==> src/rtl/mult_div_unit_if.sv <==
// mult_div_unit_if: issue/result bundle between the pipeline controller and the multiply/divide unit
interface mult_div_unit_if #(parameter int WIDTH = 32);
  logic             start;
  logic [1:0]       op;
  logic [WIDTH-1:0] a;
  logic [WIDTH-1:0] b;
  logic             busy;
  logic             done;
  logic             div_by_zero;
  logic [WIDTH-1:0] hi;
  logic [WIDTH-1:0] lo;
  modport master (output start, op, a, b, input busy, done, div_by_zero, hi, lo);
  modport slave  (input start, op, a, b, output busy, done, div_by_zero, hi, lo);
endinterface

==> src/rtl/mult_div_unit.sv <==
// mult_div_unit: bit-serial MULT/MULTU/DIV/DIVU on magnitudes with a shared ripple add/subtract stage
module mult_div_unit #(parameter int WIDTH = 32) (
  input logic            clk,
  input logic            rst_n,
  mult_div_unit_if.slave bus
);
  typedef enum logic [1:0] {IDLE, RUN, FIX} state_t;
  localparam logic [5:0] LAST = 6'(WIDTH - 1);
  state_t               state, state_nx;
  logic                 is_div, neg_q, neg_r, dz;
  logic [5:0]           cnt;
  logic [2*WIDTH-1:0]   acc, prod;
  logic [WIDTH-1:0]     m, mag_a, mag_b, quo, rem, fix_hi, fix_lo, hi_q, lo_q;
  logic                 sa, sb, zero_div, done_q, dbz_q;
  logic [WIDTH:0]       add_x, add_y, add_s;
  logic [WIDTH+1:0]     c;
  assign sa       = ~bus.op[0] & bus.a[WIDTH-1];
  assign sb       = ~bus.op[0] & bus.b[WIDTH-1];
  assign mag_a    = sa ? -bus.a : bus.a;
  assign mag_b    = sb ? -bus.b : bus.b;
  assign zero_div = bus.op[1] && bus.b == '0;
  assign bus.busy        = state != IDLE;
  assign bus.done        = done_q;
  assign bus.div_by_zero = dbz_q;
  assign bus.hi          = hi_q;
  assign bus.lo          = lo_q;
  // Multiply adds the multiplicand when the low multiplier bit is set; divide subtracts the divisor from the shifted remainder
  always_comb begin
    add_x = is_div ? acc[2*WIDTH-1:WIDTH-1] : {1'b0, acc[2*WIDTH-1:WIDTH]};
    add_y = is_div ? ~{1'b0, m} : (acc[0] ? {1'b0, m} : '0);
  end
  assign c[0] = is_div;
  for (genvar i = 0; i <= WIDTH; i++) begin : g_fa
    assign add_s[i]  = add_x[i] ^ add_y[i] ^ c[i];
    assign c[i+1]    = (add_x[i] & add_y[i]) | (c[i] & (add_x[i] ^ add_y[i]));
  end
  // Sign correction applied on the way into HI/LO
  always_comb begin
    prod   = neg_q ? -acc : acc;
    quo    = neg_q ? -acc[WIDTH-1:0] : acc[WIDTH-1:0];
    rem    = neg_r ? -acc[2*WIDTH-1:WIDTH] : acc[2*WIDTH-1:WIDTH];
    fix_hi = dz ? m : is_div ? rem : prod[2*WIDTH-1:WIDTH];
    fix_lo = dz ? '1 : is_div ? quo : prod[WIDTH-1:0];
  end
  // State register
  always_ff @(posedge clk or negedge rst_n)
    if (!rst_n) state <= IDLE;
    else state <= state_nx;
  // Next state: a zero divisor goes straight to FIX so HI/LO land one edge after acceptance
  always_comb begin
    state_nx = state;
    state_nx = state == IDLE ? (bus.start ? (zero_div ? FIX : RUN) : IDLE)
             : state == RUN  ? (cnt == LAST ? FIX : RUN)
             : IDLE;
  end
  // Operand latch, per-cycle iteration, and result write-back
  always_ff @(posedge clk or negedge rst_n) begin
    if (!rst_n) begin
      is_div <= 1'b0;
      neg_q  <= 1'b0;
      neg_r  <= 1'b0;
      dz     <= 1'b0;
      cnt    <= '0;
      acc    <= '0;
      m      <= '0;
      done_q <= 1'b0;
      dbz_q  <= 1'b0;
      hi_q   <= '0;
      lo_q   <= '0;
    end else begin
      done_q <= 1'b0;
      dbz_q  <= 1'b0;
      if (state == IDLE && bus.start) begin
        is_div <= bus.op[1];
        neg_q  <= sa ^ sb;
        neg_r  <= sa;
        dz     <= zero_div;
        cnt    <= '0;
        m      <= zero_div ? bus.a : bus.op[1] ? mag_b : mag_a;
        acc    <= zero_div ? '0 : {{WIDTH{1'b0}}, bus.op[1] ? mag_a : mag_b};
      end else if (state == RUN) begin
        cnt <= cnt + 6'd1;
        acc <= !is_div ? {add_s, acc[WIDTH-1:1]}
             : c[WIDTH+1] ? {add_s[WIDTH-1:0], acc[WIDTH-2:0], 1'b1}
             : {acc[2*WIDTH-2:0], 1'b0};
      end else if (state == FIX) begin
        done_q <= 1'b1;
        dbz_q  <= dz;
        hi_q   <= fix_hi;
        lo_q   <= fix_lo;
      end
    end
  end
endmodule

==> src/flat_wrapper.sv <==
// flat-port wrapper written by rule: the top's interface ports become plain ports
module mult_div_unit_flat 
#(parameter int WIDTH = 32)
  (clk, rst_n, bus_start, bus_op, bus_a, bus_b, bus_busy, bus_done, bus_div_by_zero, bus_hi, bus_lo);
  mult_div_unit_if #(.WIDTH(WIDTH)) bus_i ();
  input logic clk;
  input logic rst_n;
  input wire logic [$bits(bus_i.start)-1:0] bus_start;
  input wire logic [$bits(bus_i.op)-1:0] bus_op;
  input wire logic [$bits(bus_i.a)-1:0] bus_a;
  input wire logic [$bits(bus_i.b)-1:0] bus_b;
  output wire logic [$bits(bus_i.busy)-1:0] bus_busy;
  output wire logic [$bits(bus_i.done)-1:0] bus_done;
  output wire logic [$bits(bus_i.div_by_zero)-1:0] bus_div_by_zero;
  output wire logic [$bits(bus_i.hi)-1:0] bus_hi;
  output wire logic [$bits(bus_i.lo)-1:0] bus_lo;
  assign bus_i.start = bus_start;
  assign bus_i.op = bus_op;
  assign bus_i.a = bus_a;
  assign bus_i.b = bus_b;
  assign bus_busy = bus_i.busy;
  assign bus_done = bus_i.done;
  assign bus_div_by_zero = bus_i.div_by_zero;
  assign bus_hi = bus_i.hi;
  assign bus_lo = bus_i.lo;
  mult_div_unit #(.WIDTH(WIDTH)) u_core (.clk(clk), .rst_n(rst_n), .bus(bus_i));
endmodule
==> config.mk <==
export PLATFORM = sky130hd
export DESIGN_NAME = mult_div_unit_flat
export DESIGN_NICKNAME = d
export VERILOG_FILES = /design/src/rtl/mult_div_unit_if.sv /design/src/rtl/mult_div_unit.sv /design/src/flat_wrapper.sv
export SDC_FILE = /design/constraint.sdc
export NUM_CORES = 1
export LEC_CHECK = 0
export BUFFER_PORTS_ARGS = -buffer_cell sky130_fd_sc_hd__clkbuf_2
export CAP_MARGIN = 10
export CORE_MARGIN = 2
export CORE_UTILIZATION = 55
export DETAILED_ROUTE_END_ITERATION = 10
export GPL_ROUTABILITY_DRIVEN = 0
export PLACE_DENSITY = 0.8
export SETUP_SLACK_MARGIN = 0.3
export SKIP_LAST_GASP = 1
export SLEW_MARGIN = 30
export SYNTH_ARGS = -nofsm -noshare
export SYNTH_HDL_FRONTEND = slang
export SYNTH_SLANG_ARGS = --single-unit
export TNS_END_PERCENT = 20
==> constraint.sdc <==
create_clock -name clk -period 15 [get_ports clk]
set_input_delay 0.75 -clock clk [delete_from_list [all_inputs] [get_ports clk]]
set_output_delay 0.75 -clock clk [all_outputs]
set_load 0.05 [all_outputs]
# Yosys cells after proc, flatten, opt, wreduce, memory -nomap -nowiden
# Cells that the tools add are included.
dict set report totals {
  reg_bits 174
  input_bits 69
  output_inout_bits 67
}
dict set report classes {
  addsub 6
  eq_ne 3
  mux 33
  bitwise_logic 172
  reduce_logical 7
}
# operator n
set ops {}
lappend ops {{32-bit two-way mux} 13}
lappend ops {{64-bit two-way mux} 5}
lappend ops {{32-bit negator} 4}
lappend ops {{1-bit AND} 68}
lappend ops {{1-bit bitwise XOR} 67}
lappend ops {{33-bit two-way mux} 2}
lappend ops {{64-bit negator} 1}
lappend ops {{32-bit NOT with 33-bit output} 1}
lappend ops {{1-bit bitwise OR} 33}
lappend ops {{32-bit logical NOT} 1}
lappend ops {{6-bit two-way mux} 2}
lappend ops {{2-bit two-way mux} 5}
lappend ops {{6-bit by 1-bit adder with 6-bit output (second input constant)} 1}
lappend ops {{6-bit by 5-bit == test with 1-bit output (second input constant)} 1}
lappend ops {{1-bit two-way mux} 6}
lappend ops {{2-bit nonzero test} 2}
lappend ops {{1-bit NOT} 3}
lappend ops {{3-bit AND reduction} 1}
lappend ops {{2-bit by 1-bit == test with 1-bit output (second input constant)} 1}
lappend ops {{2-bit == test (second input constant)} 1}
lappend ops {{1-bit logical AND} 2}
lappend ops {{2-bit logical NOT} 1}

# Longest topological paths before layout
dict set report depth {
  word_depth 73
  depth_mapped 45
  depth_no_buf 41
}

# Worst setup path before layout
# OpenSTA, ideal clock, no wires.
dict set report synth_timing {
  path_type {register to register}
  startpoint {reg u_core.is_div}
  endpoint {reg u_core.acc[46]}
  setup_ns 0.135
  t_arrival_ns 15.411
  t_required_ns 14.865
  setup_slack_ns -0.546
  path_stages_with_launch 45
  period_less_slack_ns 15.546
  cell_sequence {dfrtp_1 > buf_2 > clkbuf_1 > clkbuf_1 > clkbuf_1 > o21ai_0 > fa_1 > fa_1 > fa_1 > fa_1 > fa_1 > fa_1 > fa_1 > fa_1 > fa_1 > fa_1 > fa_1 > fa_1 > [... 9 more ...] > fa_1 > fa_1 > fa_1 > fa_1 > fa_1 > fa_1 > fa_1 > fa_1 > fa_1 > fa_1 > fa_1 > ha_1 > a21oi_1 > clkbuf_1 > mux2i_1 > nor2_1 > a21oi_1 > o21ai_0}
}
dict set report synth_via {
  elab_chain_cells 72
  word_cells_on_any_way 140
  cone_classes {mux: 6; bitwise: 134}
}
# element line
set synth_rtl {}
lappend synth_rtl {{start: declaration} mult_div_unit.sv:10} ;# logic is_div, neg_q, neg_r, dz;
lappend synth_rtl {{start signal: assignment} mult_div_unit.sv:74} ;# is_div <= bus.op[1];
lappend synth_rtl {{33-bit two-way mux, on equally long branches} {mult_div_unit.sv:29, mult_div_unit.sv:30}}
lappend synth_rtl {{1-bit bitwise XOR} mult_div_unit.sv:35} ;# assign c[i+1] = (add_x[i] & add_y[i]) | (c[i] & (add_x[i] ^ add_y[i]));
lappend synth_rtl {{1-bit AND} mult_div_unit.sv:35}
lappend synth_rtl {{1-bit bitwise OR} mult_div_unit.sv:35}
lappend synth_rtl {{1-bit AND} mult_div_unit.sv:35}
lappend synth_rtl {{1-bit bitwise OR} mult_div_unit.sv:35}
lappend synth_rtl {{1-bit AND} mult_div_unit.sv:35}
lappend synth_rtl {{1-bit bitwise OR} mult_div_unit.sv:35}
lappend synth_rtl {{[... 56 more ...]} -}
lappend synth_rtl {{1-bit AND} mult_div_unit.sv:35}
lappend synth_rtl {{1-bit bitwise OR} mult_div_unit.sv:35}
lappend synth_rtl {{1-bit AND} mult_div_unit.sv:35}
lappend synth_rtl {{1-bit bitwise OR} mult_div_unit.sv:35}
lappend synth_rtl {{64-bit two-way mux} mult_div_unit.sv:84} ;# : c[WIDTH+1] ? {add_s[WIDTH-1:0], acc[WIDTH-2:0], 1'b1}
lappend synth_rtl {{64-bit two-way mux (*)} mult_div_unit.sv:83} ;# acc <= !is_div ? {add_s, acc[WIDTH-1:1]}
lappend synth_rtl {{64-bit two-way mux (*)} mult_div_unit.sv:81} ;# end else if (state == RUN) begin
lappend synth_rtl {{64-bit two-way mux (*)} mult_div_unit.sv:73} ;# if (state == IDLE && bus.start) begin
lappend synth_rtl {{end signal: assignment} mult_div_unit.sv:80} ;# acc <= zero_div ? '0 : {{WIDTH{1'b0}}, bus.op[1] ? mag_a : mag_b};
lappend synth_rtl {{end signal: assignment} mult_div_unit.sv:83}
lappend synth_rtl {{end: declaration} mult_div_unit.sv:12} ;# logic [2*WIDTH-1:0] acc, prod;
# Every way passes the cells marked *; elsewhere a longest branch is shown, timed or not. The select of a mux whose other input is x is not followed.
# A chain may end at the register's enable or synchronous reset.

# Worst setup path after layout
dict set report layout_timing {
  startpoint {reg u_core.acc[32]}
  endpoint {reg u_core.acc[53]}
}
dict set report layout_via {
  elab_chain_cells 72
  word_cells_on_any_way 77
  cone_classes {mux: 5; bitwise: 72}
}
# element line
set layout_rtl {}
lappend layout_rtl {{33-bit two-way mux (*)} mult_div_unit.sv:29} ;# add_x = is_div ? acc[2*WIDTH-1:WIDTH-1] : {1'b0, acc[2*WIDTH-1:WIDTH]};
lappend layout_rtl {{1-bit bitwise XOR} mult_div_unit.sv:35}
lappend layout_rtl {{1-bit AND} mult_div_unit.sv:35}
lappend layout_rtl {{1-bit bitwise OR} mult_div_unit.sv:35}
lappend layout_rtl {{1-bit AND} mult_div_unit.sv:35}
lappend layout_rtl {{1-bit bitwise OR (*)} mult_div_unit.sv:35}
lappend layout_rtl {{1-bit AND (*)} mult_div_unit.sv:35}
lappend layout_rtl {{1-bit bitwise OR (*)} mult_div_unit.sv:35}
lappend layout_rtl {{[... 56 more ...]} -}
lappend layout_rtl {{1-bit AND} mult_div_unit.sv:35}
lappend layout_rtl {{1-bit bitwise OR} mult_div_unit.sv:35}
lappend layout_rtl {{1-bit AND} mult_div_unit.sv:35}
lappend layout_rtl {{1-bit bitwise OR} mult_div_unit.sv:35}
lappend layout_rtl {{64-bit two-way mux} mult_div_unit.sv:84}
lappend layout_rtl {{64-bit two-way mux (*)} mult_div_unit.sv:83}
lappend layout_rtl {{64-bit two-way mux (*)} mult_div_unit.sv:81}
lappend layout_rtl {{64-bit two-way mux (*)} mult_div_unit.sv:73}
# Marked as above.

==> metrics.md <==
| Metric | Value |
|---|---|
| CP Data Required Time | `15.28 ns` |
| Seq/Total Area, Yosys | `0.3270` |
| Clock latency on the worst-skew pair | `0.45 ns` |
| Worst path slowest cell | `dfrtp_2` |
| FFs w/ async S/R, synth | `1.000` |
| Yosys top cell by area | `dfrtp_1` |
| DIE AREA | `25470 um2` |
| Synth Area in Compound Gates | `0.2254` |
| Final ANT Viol Nets | `0` |
| Syn nets | `1726` |
| Crit path to | `u_core.acc[53]` |
| H-Tree Level Count | `4` |
| Synth warnings | `0` |
| Detailed placement HPWL | `31140 um` |
| First-pass GRT wire length | `69280 um` |
| Via count | `13470` |
| Die W | `159.6 um` |
| Clock sink count | `174` |
| NumNets Final | `1756` |
| Post-Synth Simple-Gate Area | `0.1893` |
| Max Clock Freq | `0.06993 GHz` |
| RSZ-0062 raised after global routing | `false` |
| Post-CTS Hold Fix Bufs | `0` |
| Largest family of logic cells by synthesized area | `compound AO/OA/AOI/OAI gates` |
| Synth Area in Adders | `0.05468` |
| Final Hold Fails | `0` |
| CTS Buf Count | `17` |
| VDD IR max | `0.1196 mV` |
| Element type at the critical path start | `register` |
| IO buf count | `135` |
| Slowest stage delay, CP | `0.47 ns` |
| CP Launch Point | `u_core.acc[32]` |
| CTS max path bufs | `2` |
| Ant diodes | `0` |
| Hold_ws | `0.4035 ns` |
| R2r startpoint | `u_core.acc[32]` |
| R2R Setup Slk | `0.70 ns` |
| TritonRoute pass-1 iters | `8` |
| Final period util | `0.9534` |
| Final wirelength | `43860 um` |
| Grt total ovfl | `0` |
| Synth Cell Area | `13320 um2` |
| Min cycle time layout | `14.30 ns` |
| Worst Skew | `0.01218 ns` |
| Post-route DRC | `0` |
| Most common cell on crit path | `fa_2` |
| Area Overhead vs Synth | `10.67%` |
| CP arrival | `14.58 ns` |
| # Max-Cap Violations | `0` |
| Share of layout cells above drive strength 1 | `0.1770` |
| Syn Area/Cell | `8.230 um2` |
| Top-count cell post-synth | `nor2_1` |
| # setup viols final | `0` |
| Design Area, Final | `14740 um2` |
| Bufs and invs on worst path | `2` |
| Design Power | `2.673 mW` |
| Crit path depth | `41` |
| Top delay family on crit path | `adder cells` |
| Gr usage total | `0.3421` |
| Vias in the first global route | `12360` |
| PwrDens | `181.4 nW/um2` |
| Initial antenna violation count | `0` |
| Final Max Tran Viols | `0` |
| Top-area cell type share of the netlist area | `0.3270` |
| Reg2Reg Depth | `41` |
| WS Path Type | `reg -> reg` |
| Commonest cells post-synth | `187 x nor2_1, 174 x dfrtp_1, 162 x o21ai_0, 152 x a21oi_1, 123 x clkbuf_1` |
| Core ar. | `23610 um2` |
| Clock transition at the registers of the reported paths | `0.08 ns` |
| Synth top area cells | `dfrtp_1 33%, o21ai_0 6.1%, a21oi_1 5.7%` |
| Flops & latches, synth | `174` |
| Slew of the pin with the lowest slew margin | `1.007 ns` |
| Starting DRC count in detailed routing | `2179` |
| Core Rows | `56` |
| Ys flop type | `dfrtp_1` |
| Top Ports | `136` |
| Netlist cell types | `76` |
| Pleak | `6.023 nW` |
| Placed Area | `14010 um2` |
| CTS tree | `yes` |
| Relative slew slack | `0.3260` |
| Via/cell ratio | `6.801` |
| Number of synthesized flops with an enable pin | `0` |
| Reg2reg end | `u_core.acc[53]` |
| Initial core utilization | `0.5640` |
| CP max FO | `8` |
| Layout Utilization | `0.6242` |
| WL/cell | `22.15 um` |
| XOR/XNOR share of the synthesized area | `0.07432` |
| Setup crit end kind | `register` |
| Post-Synthesis Cells | `1618` |
| Multiplexer share of the synthesized area | `0.07855` |
| Setup TNS Final | `0 ns` |
| Die Y | `159.6 um` |
| Status | `completed` |
| Hold WC Path Type | `in -> async` |
| CTS Root Cell | `clkbuf_16` |
| Pin count of the biggest net entering global routing | `102` |
[worst register-to-register path: cells and delay by family (launching register included)]
kind	cells	cell delay [ns]
muxes	1	0.19
DFF	1	0.47
adders and majority gates	33	12.47
and+or+nand+nor	1	0.06
buffers and inverters	2	0.32
AOI/OAI and AO/OA	4	0.66
[cells in the final DEF, fill, tap and decap left out, types with 6 or more instances in the layout]
| cell | Yosys | routed |
|---|---|---|
| fa_1 | 32 | 14 |
| o31ai_1 | 27 | 27 |
| mux2i_1 | 55 | 55 |
| o21ai_0 | 162 | 160 |
| or3_1 | 13 | 13 |
| o22a_1 | 6 | 6 |
| o211ai_1 | 17 | 17 |
| mux2_2 | 44 | 44 |
| fa_2 | 0 | 18 |
| nor3_1 | 29 | 29 |
| and3_1 | 10 | 10 |
| xor2_1 | 55 | 55 |
| ha_1 | 7 | 7 |
| a211oi_1 | 7 | 7 |
| nand2_1 | 104 | 103 |
| a31oi_1 | 23 | 23 |
| nand2b_1 | 9 | 8 |
| nor2b_1 | 7 | 6 |
| o221ai_1 | 13 | 13 |
| a21oi_1 | 152 | 151 |
| clkbuf_2 | 2 | 134 |
| inv_1 | 24 | 23 |
| nor2_1 | 187 | 185 |
| buf_4 | 0 | 16 |
| o41ai_1 | 9 | 9 |
| xnor2_1 | 58 | 58 |
| o22ai_1 | 28 | 28 |
| clkbuf_16 | 0 | 17 |
| nand3_1 | 90 | 90 |
| nand4_1 | 12 | 12 |
| nor4_1 | 17 | 17 |
| or4_1 | 13 | 13 |
| dfrtp_1 | 174 | 172 |
| a221oi_1 | 7 | 7 |
[metrics by stage]
stage	cells	setup WS, ns
6_report	1980	0.6995
5_1_grt	1980	0.3434
4_1_cts	1980	0.3439
3_5_place_dp	1945	0.1099
3_3_place_gp	1945	0.4683
2_1_floorplan	1618	0.3073
[sequential cells by signal, indices dropped and copies added, names as in the netlist]
name	count
u_core.bus.lo	32
u_core.neg_q	1
u_core.m	32
u_core.neg_r	1
u_core.acc	64
u_core.state	2
u_core.is_div	1
u_core.bus.done	1
u_core.bus.div_by_zero	1
u_core.dz	1
u_core.bus.hi	32
u_core.cnt	6
[final cells by class]
| class | instances | area (um2) |
|---|---|---|
| inverter | 25 | 96.34 |
| tap | 319 | 399.1 |
| clock inverter | 15 | 170.2 |
| sequential | 174 | 4359 |
| fill | 2006 | 8875 |
| timing repair buffer | 157 | 914.6 |
| clock buffer | 17 | 425.4 |
| multi-input combinational | 1273 | 8373 |
[power breakdown]
group | internal, mW | switching, mW | total [mW]
clock | 0.225 | 0.223 | 0.447
combinational | 0.606 | 0.747 | 1.35
sequential | 0.593 | 0.279 | 0.873
[per-layer routing]
layer / global-route usage / vias up / routed length, um
met5: 0 / - / 0
met4: 0.1731 / 0 / 2477
met3: 0.07033 / 194 / 5547
met2: 0.5122 / 967 / 19050
met1: 0.4712 / 6385 / 16780
li1: - / 5920 / -
[cells by family after synthesis]
| logic type | after synthesis |
|---|---|
| buffers and inverters | 171 |
| muxes | 99 |
| xor gates and xnor gates | 113 |
| and+or+nand+nor | 522 |
| AOI/OAI and AO/OA | 500 |
| DFF | 174 |
| adders and majority gates | 39 |
[worst min path at each step]
stage / end / slack (ns)
final: u_core.bus.done / 0.40
after floorplan: u_core.acc[0] / 0.45
after detailed placement: u_core.bus.hi[14] / 0.48
after global placement: u_core.bus.hi[14] / 0.47
after CTS: u_core.bus.done / 0.45
after global routing: u_core.bus.done / 0.47
[what timing repair did]
action,CTS,global route
setup endpoints to repair,33,33
cloned,1,0
resized for setup,9,17
setup buffers,2,0
pin swaps,0,1
Note: power is estimated with default switching activity, not from simulation.
